`src/rtl/toggle_bank_pkg.sv`:
```
// -----------------------------------------------------------------------------
// toggle_bank_pkg
//
// Shared types for the toggle_bank block:
//   op_e          - 3-bit command opcode carried on req_op
//   slot_state_e  - occupancy of the single-entry change-event slot
// -----------------------------------------------------------------------------
package toggle_bank_pkg;

    // Command opcodes. OP_RSVD is decoded and treated exactly like OP_NOP.
    typedef enum logic [2:0] {
        OP_NOP    = 3'd0,
        OP_TOGGLE = 3'd1,
        OP_SET    = 3'd2,
        OP_CLEAR  = 3'd3,
        OP_LOAD   = 3'd4,
        OP_LOCK   = 3'd5,
        OP_UNLOCK = 3'd6,
        OP_RSVD   = 3'd7
    } op_e;

    // The event slot is the only state machine in the block: it either
    // holds an unconsumed change event or it does not.
    typedef enum logic {
        SLOT_EMPTY = 1'b0,
        SLOT_FULL  = 1'b1
    } slot_state_e;

endpackage : toggle_bank_pkg

```
`src/rtl/toggle_bank_evt_slot.sv`:
```
// -----------------------------------------------------------------------------
// toggle_bank_evt_slot
//
// Single-entry, backpressured register that holds the most recent change
// event of toggle_bank until the consumer takes it. It also produces the
// command-side ready, because a new command may only be accepted when the
// slot has room for the event it might create.
//
// Ports:
//   clk        in   rising-edge clock
//   reset      in   synchronous, active-high reset
//   push       in   write a new event this edge (only asserted on accept)
//   push_mask  in   WIDTH  bits that flipped in the new event
//   evt_ready  in   consumer takes the held event this edge
//   evt_valid  out  an event is held
//   evt_mask   out  WIDTH  flipped-bit mask of the held event
//   req_ready  out  the upstream command interface may accept
// -----------------------------------------------------------------------------
module toggle_bank_evt_slot
    import toggle_bank_pkg::*;
#(
    parameter int WIDTH = 9
) (
    input  logic             clk,
    input  logic             reset,
    input  logic             push,
    input  logic [WIDTH-1:0] push_mask,
    input  logic             evt_ready,
    output logic             evt_valid,
    output logic [WIDTH-1:0] evt_mask,
    output logic             req_ready
);

    slot_state_e      state_r;
    slot_state_e      state_nxt;
    logic [WIDTH-1:0] mask_r;
    logic             pop;

    assign pop = (state_r == SLOT_FULL) && evt_ready;

    // Room exists when the slot is empty or is being drained on this edge.
    // This is purely a function of slot state and evt_ready, so it never
    // forms a loop with req_valid.
    assign req_ready = (state_r == SLOT_EMPTY) || evt_ready;

    // NOTE: every variable written in an always_comb gets a default on the
    // first line; any path that skipped an assignment would otherwise infer
    // a latch holding the old value.
    always_comb begin
        state_nxt = state_r;
        case (state_r)
            SLOT_EMPTY: begin
                if (push) begin
                    state_nxt = SLOT_FULL;
                end
            end
            SLOT_FULL: begin
                // A concurrent push replaces the popped entry, so the slot
                // only empties when it is drained with nothing arriving.
                if (pop && !push) begin
                    state_nxt = SLOT_EMPTY;
                end
            end
            default: state_nxt = SLOT_EMPTY;
        endcase
    end

    // NOTE: state registers use non-blocking assignments so every flop in
    // the design samples its inputs from the same pre-edge values,
    // regardless of the order in which always blocks are evaluated.
    always_ff @(posedge clk) begin
        if (reset) begin
            state_r <= SLOT_EMPTY;
        end else begin
            state_r <= state_nxt;
        end
    end

    // NOTE: the event mask is reset even though it is qualified by
    // evt_valid, so its post-reset value is defined rather than X; it is a
    // single register, not a storage array, so the reset costs nothing
    // meaningful.
    // The mask is written only on push; with no push it holds, which keeps
    // it stable while the consumer is stalling.
    always_ff @(posedge clk) begin
        if (reset) begin
            mask_r <= '0;
        end else if (push) begin
            mask_r <= push_mask;
        end
    end

    assign evt_valid = (state_r == SLOT_FULL);
    assign evt_mask  = mask_r;

endmodule : toggle_bank_evt_slot

```
`src/rtl/toggle_bank.sv`:
```
// -----------------------------------------------------------------------------
// toggle_bank
//
// Bank of WIDTH toggle/set/clear flip-flops with per-bit lock bits, driven
// through a valid/ready command interface. Every accepted command that
// actually flips at least one state bit emits a change event (the mask of
// flipped bits) into a single-entry backpressured slot and bumps a
// saturating change counter. Used to hold board-cell and turn state for the
// game logic; with WIDTH = 1 it is a T flip-flop with lock and reporting.
//
// Parameters:
//   WIDTH      number of state bits (>= 1)
//   RESET_VAL  value of q after reset
//   CNT_W      width of change_cnt (>= 1)
//
// Ports:
//   clk         in   rising-edge clock
//   reset       in   synchronous, active-high reset
//   req_valid   in   command present
//   req_ready   out  command can be accepted this cycle
//   req_op      in   3    opcode (toggle_bank_pkg::op_e)
//   req_mask    in   WIDTH  bits addressed by the command
//   req_data    in   WIDTH  data for LOAD
//   q           out  WIDTH  current state bits
//   lock        out  WIDTH  current lock bits
//   evt_valid   out  change event pending
//   evt_ready   in   consumer takes the event
//   evt_mask    out  WIDTH  bits that flipped in the reported change
//   change_cnt  out  CNT_W  number of events emitted, saturating
// -----------------------------------------------------------------------------
module toggle_bank
    import toggle_bank_pkg::*;
#(
    parameter int               WIDTH     = 9,
    parameter logic [WIDTH-1:0] RESET_VAL = '0,
    parameter int               CNT_W     = 8
) (
    input  logic             clk,
    input  logic             reset,
    input  logic             req_valid,
    output logic             req_ready,
    input  logic [2:0]       req_op,
    input  logic [WIDTH-1:0] req_mask,
    input  logic [WIDTH-1:0] req_data,
    output logic [WIDTH-1:0] q,
    output logic [WIDTH-1:0] lock,
    output logic             evt_valid,
    input  logic             evt_ready,
    output logic [WIDTH-1:0] evt_mask,
    output logic [CNT_W-1:0] change_cnt
);

    op_e              op;
    logic             accept;
    logic [WIDTH-1:0] q_r;
    logic [WIDTH-1:0] lock_r;
    logic [CNT_W-1:0] cnt_r;
    logic [WIDTH-1:0] eff_mask;
    logic [WIDTH-1:0] q_nxt;
    logic [WIDTH-1:0] lock_nxt;
    logic [WIDTH-1:0] delta;
    logic             change;

    assign op     = op_e'(req_op);
    assign accept = req_valid && req_ready;

    // Next-state decode. Data ops are gated by the lock bits; LOCK/UNLOCK
    // deliberately use the raw mask so a locked bit can always be unlocked.
    always_comb begin
        eff_mask = req_mask & ~lock_r;
        q_nxt    = q_r;
        lock_nxt = lock_r;
        case (op)
            OP_TOGGLE: q_nxt    = q_r ^ eff_mask;
            OP_SET:    q_nxt    = q_r | eff_mask;
            OP_CLEAR:  q_nxt    = q_r & ~eff_mask;
            OP_LOAD:   q_nxt    = (q_r & ~eff_mask) | (req_data & eff_mask);
            OP_LOCK:   lock_nxt = lock_r | req_mask;
            OP_UNLOCK: lock_nxt = lock_r & ~req_mask;
            default:   ; // OP_NOP and OP_RSVD leave everything unchanged
        endcase
    end

    // Lock ops never touch q, so a nonzero delta alone identifies a data op
    // that really changed something; no-op writes produce no event.
    assign delta  = q_r ^ q_nxt;
    assign change = accept && (delta != '0);

    always_ff @(posedge clk) begin
        if (reset) begin
            q_r    <= RESET_VAL;
            lock_r <= '0;
        end else if (accept) begin
            q_r    <= q_nxt;
            lock_r <= lock_nxt;
        end
    end

    // Counts emitted events; sticks at all-ones instead of wrapping.
    always_ff @(posedge clk) begin
        if (reset) begin
            cnt_r <= '0;
        end else if (change && (cnt_r != '1)) begin
            cnt_r <= cnt_r + CNT_W'(1);
        end
    end

    toggle_bank_evt_slot #(
        .WIDTH (WIDTH)
    ) u_evt_slot (
        .clk       (clk),
        .reset     (reset),
        .push      (change),
        .push_mask (delta),
        .evt_ready (evt_ready),
        .evt_valid (evt_valid),
        .evt_mask  (evt_mask),
        .req_ready (req_ready)
    );

    assign q          = q_r;
    assign lock       = lock_r;
    assign change_cnt = cnt_r;

endmodule : toggle_bank

```
`config.mk`:
```
export PLATFORM = sky130hd
export DESIGN_NAME = toggle_bank
export DESIGN_NICKNAME = d
export VERILOG_FILES = /design/src/rtl/toggle_bank_pkg.sv /design/src/rtl/toggle_bank_evt_slot.sv /design/src/rtl/toggle_bank.sv
export SDC_FILE = /design/constraint.sdc
export NUM_CORES = 1
export LEC_CHECK = 0
export BUFFER_PORTS_ARGS = -buffer_cell sky130_fd_sc_hd__buf_2
export CAP_MARGIN = 40
export CELL_PAD_IN_SITES_DETAIL_PLACEMENT = 0
export CELL_PAD_IN_SITES_GLOBAL_PLACEMENT = 1
export CORE_UTILIZATION = 40
export CTS_BUF_LIST = sky130_fd_sc_hd__clkbuf_8
export CTS_CLUSTER_SIZE = 40
export DETAILED_ROUTE_END_ITERATION = 10
export MAX_ROUTING_LAYER = met4
export PLACE_DENSITY = 0.87
export RECOVER_POWER = 100
export SYNTH_ARGS = -nofsm -noshare
export SYNTH_HDL_FRONTEND = slang
export SYNTH_SLANG_ARGS = --single-unit
export TNS_END_PERCENT = 50
```
`constraint.sdc`:
```
create_clock -name clk -period 4.4 [get_ports clk]
set_input_delay 0 -clock clk [delete_from_list [all_inputs] [get_ports clk]]
set_output_delay 0 -clock clk [all_outputs]
set_load 0.01 [all_outputs]
```
======== Word-level counts from Yosys, hierarchy flattened ========
Index checks and enable logic that the tools add are counted.
cells by class
  add/sub/neg operators ................... 1
  equality and inequality tests ........... 7
  muxes and demuxes ....................... 5
  bitwise operators ....................... 13
  reduce and logical (&&, ||, !) cells .... 10
operator list
  cell                 number
  $and 9x9->9          4
  $pmux 9 s4           1
  $not 9->9            3
  $or 9x9->9           3
  $pmux 9 s2           1
  $xor 9x9->9          2
  $eq 3x3->1 const B   3
  $reduce_bool 9->1    1
  $add 8x1->8 const B  1
  $ne 8x8->1 const B   1
  $eq 3x2->1 const B   2
  $logic_and 1x1->1    5
  $eq 3x1->1 const B   1
  $mux 1               2
  $pmux 1 s2           1
  $reduce_and 2->1     1
  $reduce_bool 2->1    1
  $logic_not 1->1      1
  $logic_or 1x1->1     1
  $not 1->1            1
storage, ports and cells
  register bits after elaboration ......... 36
  bits of input ports ..................... 25
  output and inout port bits .............. 37

======== Depth between registers and ports, before layout ========
  word-level depth ........................ 13
  mapped depth ............................ 13

======== Modules after synthesis ========
From an unflattened synthesis, not the netlist that was laid out.
unflattened totals
  cell total of the unflattened synthesis .. 308
  area, all modules ....................... 2537.4 µm²
modules (own cells, without submodules)
  module                instances  cells an instance  area each (µm²)  seq. area each (µm²)
  toggle_bank           1          275                2182.1           520.5
  toggle_bank_evt_slot  1          33                 355.3            200.2

======== Worst setup path before layout ========
OpenSTA, ideal clock, no wires.
  path type ............................... register to register
  from .................................... register with a tool-made name
  to ...................................... register u_evt_slot.mask_r[1] (netlist: u_evt_slot.evt_mask[1])
  setup time .............................. 128 ps
  data arrival time ....................... 2942 ps
  slack ................................... 1330 ps
  stages on the path, launching flop included .. 14
  path buffers ............................ 2
  cell sequence ........................... dfxtp_1 -> nor2b_1 -> inv_1 -> ha_1 -> or4b_1 -> o21a_1 -> and4_1 -> a21oi_1 -> or4b_1 -> o31ai_4 -> buf_6 -> buf_8 -> mux2i_1 -> nor2_1
RTL lines
  what                  RTL line                    text
  to (signal assigned)  toggle_bank_evt_slot.sv:89  mask_r <= push_mask;
  to (decl)             toggle_bank_evt_slot.sv:36  logic [WIDTH-1:0] mask_r;

======== Worst setup path in the final report ========
  from .................................... input port req_mask[1]
  to ...................................... register cnt_r[0] (netlist: change_cnt[0])
on the way
  longest elaborated chain between the ends .. 9
  elaborated cells between the ends (all ways) .. 12
  those cells by class .................... 1 x mux; 8 x bitwise; 3 x reduce/logical
ends and longest elaborated chain
  what                  RTL line                              text
  from (decl)           toggle_bank.sv:43                     input logic [WIDTH-1:0] req_mask,
  $and 9x9->9 *         toggle_bank.sv:70                     eff_mask = req_mask & ~lock_r;
  $not 9->9             toggle_bank.sv:76, toggle_bank.sv:77
  $and 9x9->9           toggle_bank.sv:76, toggle_bank.sv:77
  $or 9x9->9            toggle_bank.sv:77                     OP_LOAD: q_nxt = (q_r & ~eff_mask) | (req_data & eff_mask);
  $pmux 9 s4 *          toggle_bank.sv:73                     case (op)
  $xor 9x9->9 *         toggle_bank.sv:86                     assign delta = q_r ^ q_nxt;
  $reduce_bool 9->1 *   toggle_bank.sv:87                     assign change = accept && (delta != '0);
  $logic_and 1x1->1 *   toggle_bank.sv:87
  $logic_and 1x1->1 *   toggle_bank.sv:103                    end else if (change && (cnt_r != '1)) begin
  to (signal assigned)  toggle_bank.sv:104                    cnt_r <= cnt_r + CNT_W'(1);
  to (decl)             toggle_bank.sv:57                     logic [CNT_W-1:0] cnt_r;
Mark *: on every way between the ends. The rest lies on a longest branch, timed or not.
A chain may end at the register's enable or synchronous reset.

==> results.ini <==
[run_status]
status=completed

[placement]
post_dp_cell_area_um2=2780
port_buffers=61
hpwl_um=4750
globalplace.congestion=0.854

[floorplanning]
die_area_um2=6450
die_w_um=80.3
die_h_um=80.3
core_area_um2=5920
rows=28
boundaryPins=62
start_util=0.414

[synthesis]
synthSimpleGateAreaFrac=0.199
synth_xor_area_frac=0.00714
netlist_area_um2=2450
muxShareOfSynthArea=0.0776
synth_cell_types=47
async_flop_share=0
yosysWarnings=0
seq_area_frac_synth=0.294
synthAdderAreaFrac=0.0969
synth_edf_count=0
synth_compound_area_frac=0.257
synthCells=299
syn_avg_cell_area_um2=8.20
synth_top_family_by_area=compound AO/OA/AOI/OAI gates
postSynthNetCount=343
synthFlopType=dfxtp_1
synth_seq_cells=36

[global_route]
antenna_found_initial=0
globalRouteTotalUtil=0.222
grt_overflow=0
grt_pass1_wl_um=10700
grt_max_degree=38
grt_pass1_vias=2262

[clock_network]
cts_tree=built
clockBufferDepth=2
numCtsBuffers=5
clock_latency_ns=0.29
cts_resized=0
clockRootBuffer=clkbuf_8
cts_sinks=36
holdBufCountCts=9
path_clk_slew_ns=0.08
htree_levels=2
cts_setup_buffers=0

[power_and_ir_drop]
peakVddDrop_mv=0.152
comb_power_share=0.234
seq_power_share=0.454
p_sw_frac=0.326
p_sw_uw=251
clockPowerShare=0.312
p_total_uw=770
p_int_uw=519
leakage_nw=1.09
powerDensity_nw_per_um2=265

[drt]
drc=0
finalWirelength_um=6560
drt_pass1_iterations=4
vias=2416
drtIter0Drc=133
vias_per_cell=5.49
routedWlPerCell_um=14.9
ant_nets=0

[layout]
drive_gt1_frac=0.107
n_fill_cell=606
num_antenna_cells=0
nNetsFinal=408
fin_area_um2=2900
area_growth_pct=18.4

[sta]
slew_violations=0
slew_headroom=0.297
skew_ns=0.00462
worst_slew_pin_slew_ns=1.05
finalHoldViolCount=0
min_period_over_period=0.836
clock.fmax_mhz=272
rsz0062_at_grt=false
period_minus_slack_ns=3.68
finalSetupViolCount=0
tns_ns=0

[setup_path]
cpLargestDelayFamily=simple AND/OR/NAND/NOR gates
cp-end-kind=flop
criticalPathCategory=input port to flop
crit_slowest_cell=o31ai_4
cp.arrival_ns=3.85
crit_chain=dlygate4sd3_1 -> clkbuf_1 -> nor2b_1 -> inv_1 -> ha_1 -> or4b_1 -> o21a_1 -> a21oi_1 -> a311oi_1 -> or4b_1 -> o31ai_4 -> nor2b_1 -> mux2_2
cp.required_ns=4.58
cp_num_buf_inv=3
cp_max_fo=22
max_stage_delay_ns=0.76
worstSetupStartpointType=input port

[flow_run]
cap_violations=0

[hold_path]
hp-class=input port to flop

-- worst reg2reg max path, stage by stage, from the launching register on --
cell	delay, ns
dfxtp_1	0.33
nor2b_1	0.18
inv_1	0.10
ha_1	0.18
or4b_1	0.46
o21a_1	0.12
and4_1	0.18
a21oi_1	0.15
or4b_1	0.53
o31ai_4	0.76
nor2b_1	0.19
mux2_2	0.32
-- layer usage --
| layer | GRT usage | vias to the layer above | share of wire |
|---|---|---|---|
| met3 | 0.0273 | 5 | 0.047 |
| li1 | - | 1213 | - |
| met5 | - | - | 0 |
| met1 | 0.273 | 1135 | 0.45 |
| met2 | 0.389 | 63 | 0.50 |
| met4 | 0.0464 | 0 | 0.0046 |
-- worst paths after layout --
path | from | to | slack (ns) | depth (start not counted)
hold / removal | req_valid | u_evt_slot.evt_valid | 0.03 | 3
setup reg to reg | flop | change_cnt[0] | 0.79 | 11
hold reg to reg | u_evt_slot.evt_mask[6] | u_evt_slot.evt_mask[6] | 0.46 | 2
setup / recovery | req_mask[1] | change_cnt[0] | 0.72 | 13
-- cell usage after synthesis, types with 2 or more instances --
cell	number	area share
dfxtp_1	36	0.29
a21oi_1	29	0.059
o21ai_0	24	0.049
nor2_1	22	0.034
inv_1	20	0.031
ha_1	19	0.097
nand2_1	18	0.028
mux2i_1	13	0.053
nor2b_1	12	0.031
a211oi_1	10	0.031
nand3_1	9	0.018
clkbuf_1	8	0.012
o21a_1	7	0.021
or3_1	7	0.018
a22oi_1	5	0.015
nand2b_1	5	0.013
o22a_1	5	0.018
or4b_1	4	0.016
mux2_2	3	0.014
nand4_1	3	0.0077
o31ai_1	3	0.0092
a311oi_1	2	0.0071
and2_1	2	0.0051
and4_1	2	0.0071
buf_2	2	0.0041
buf_4	2	0.0061
buf_6	2	0.0092
nor3_1	2	0.0041
nor3b_1	2	0.0061
o2111ai_1	2	0.0071
o211ai_1	2	0.0061
o22ai_1	2	0.0051
-- power by group through the flow --
stage               Sequential [mW]  Clock (mW)  Combinational (mW)
CTS                           0.349       0.248               0.186
floorplan                     0.361           0               0.123
detailed placement            0.357           0               0.179
finish                        0.350       0.240               0.181
global placement              0.357           0               0.174
global route                  0.352       0.260               0.202
-- cell families after synthesis --
group	count (synthesis)
buf+inv	35
xor+xnor	2
simple gates	91
flops	36
compound gates	98
fa+ha+maj	19
mux	18
-- final cells by class --
cell class | instances | area [um^2] | area share
clock buffers | 5 | 68.8 | 0.0237
well taps | 75 | 93.8 | 0.0323
multi-input cells | 228 | 1560 | 0.538
clock inverters | 3 | 18.8 | 0.00647
flip-flops and latches | 36 | 721 | 0.248
inverters | 20 | 75.1 | 0.0259
repair buffers | 73 | 365 | 0.126
-- placed cells by master (no fill, tap or decap), types with 10 or more instances in the layout --
master / synthesis / final
a21oi_1: 29 / 29
a211oi_1: 10 / 10
clkbuf_1: 8 / 40
buf_2: 2 / 22
nor2_1: 22 / 22
nor2b_1: 12 / 12
dfxtp_1: 36 / 36
inv_1: 20 / 20
nand2_1: 18 / 18
ha_1: 19 / 19
o21ai_0: 24 / 24
mux2i_1: 13 / 13
-- per-stage QoR --
stage          setup WS, ns  hold slack (ns)  instances  utilization
3_3_place_gp          0.916            0.205        422        0.469
3_5_place_dp          0.783            0.210        423        0.470
2_1_floorplan          1.33           0.0966        299            -
6_report              0.723           0.0280        440        0.490
4_1_cts               0.747           0.0209        440        0.500
5_1_grt               0.407           0.0492        440        0.490
(Power assumes the default switching activity.)
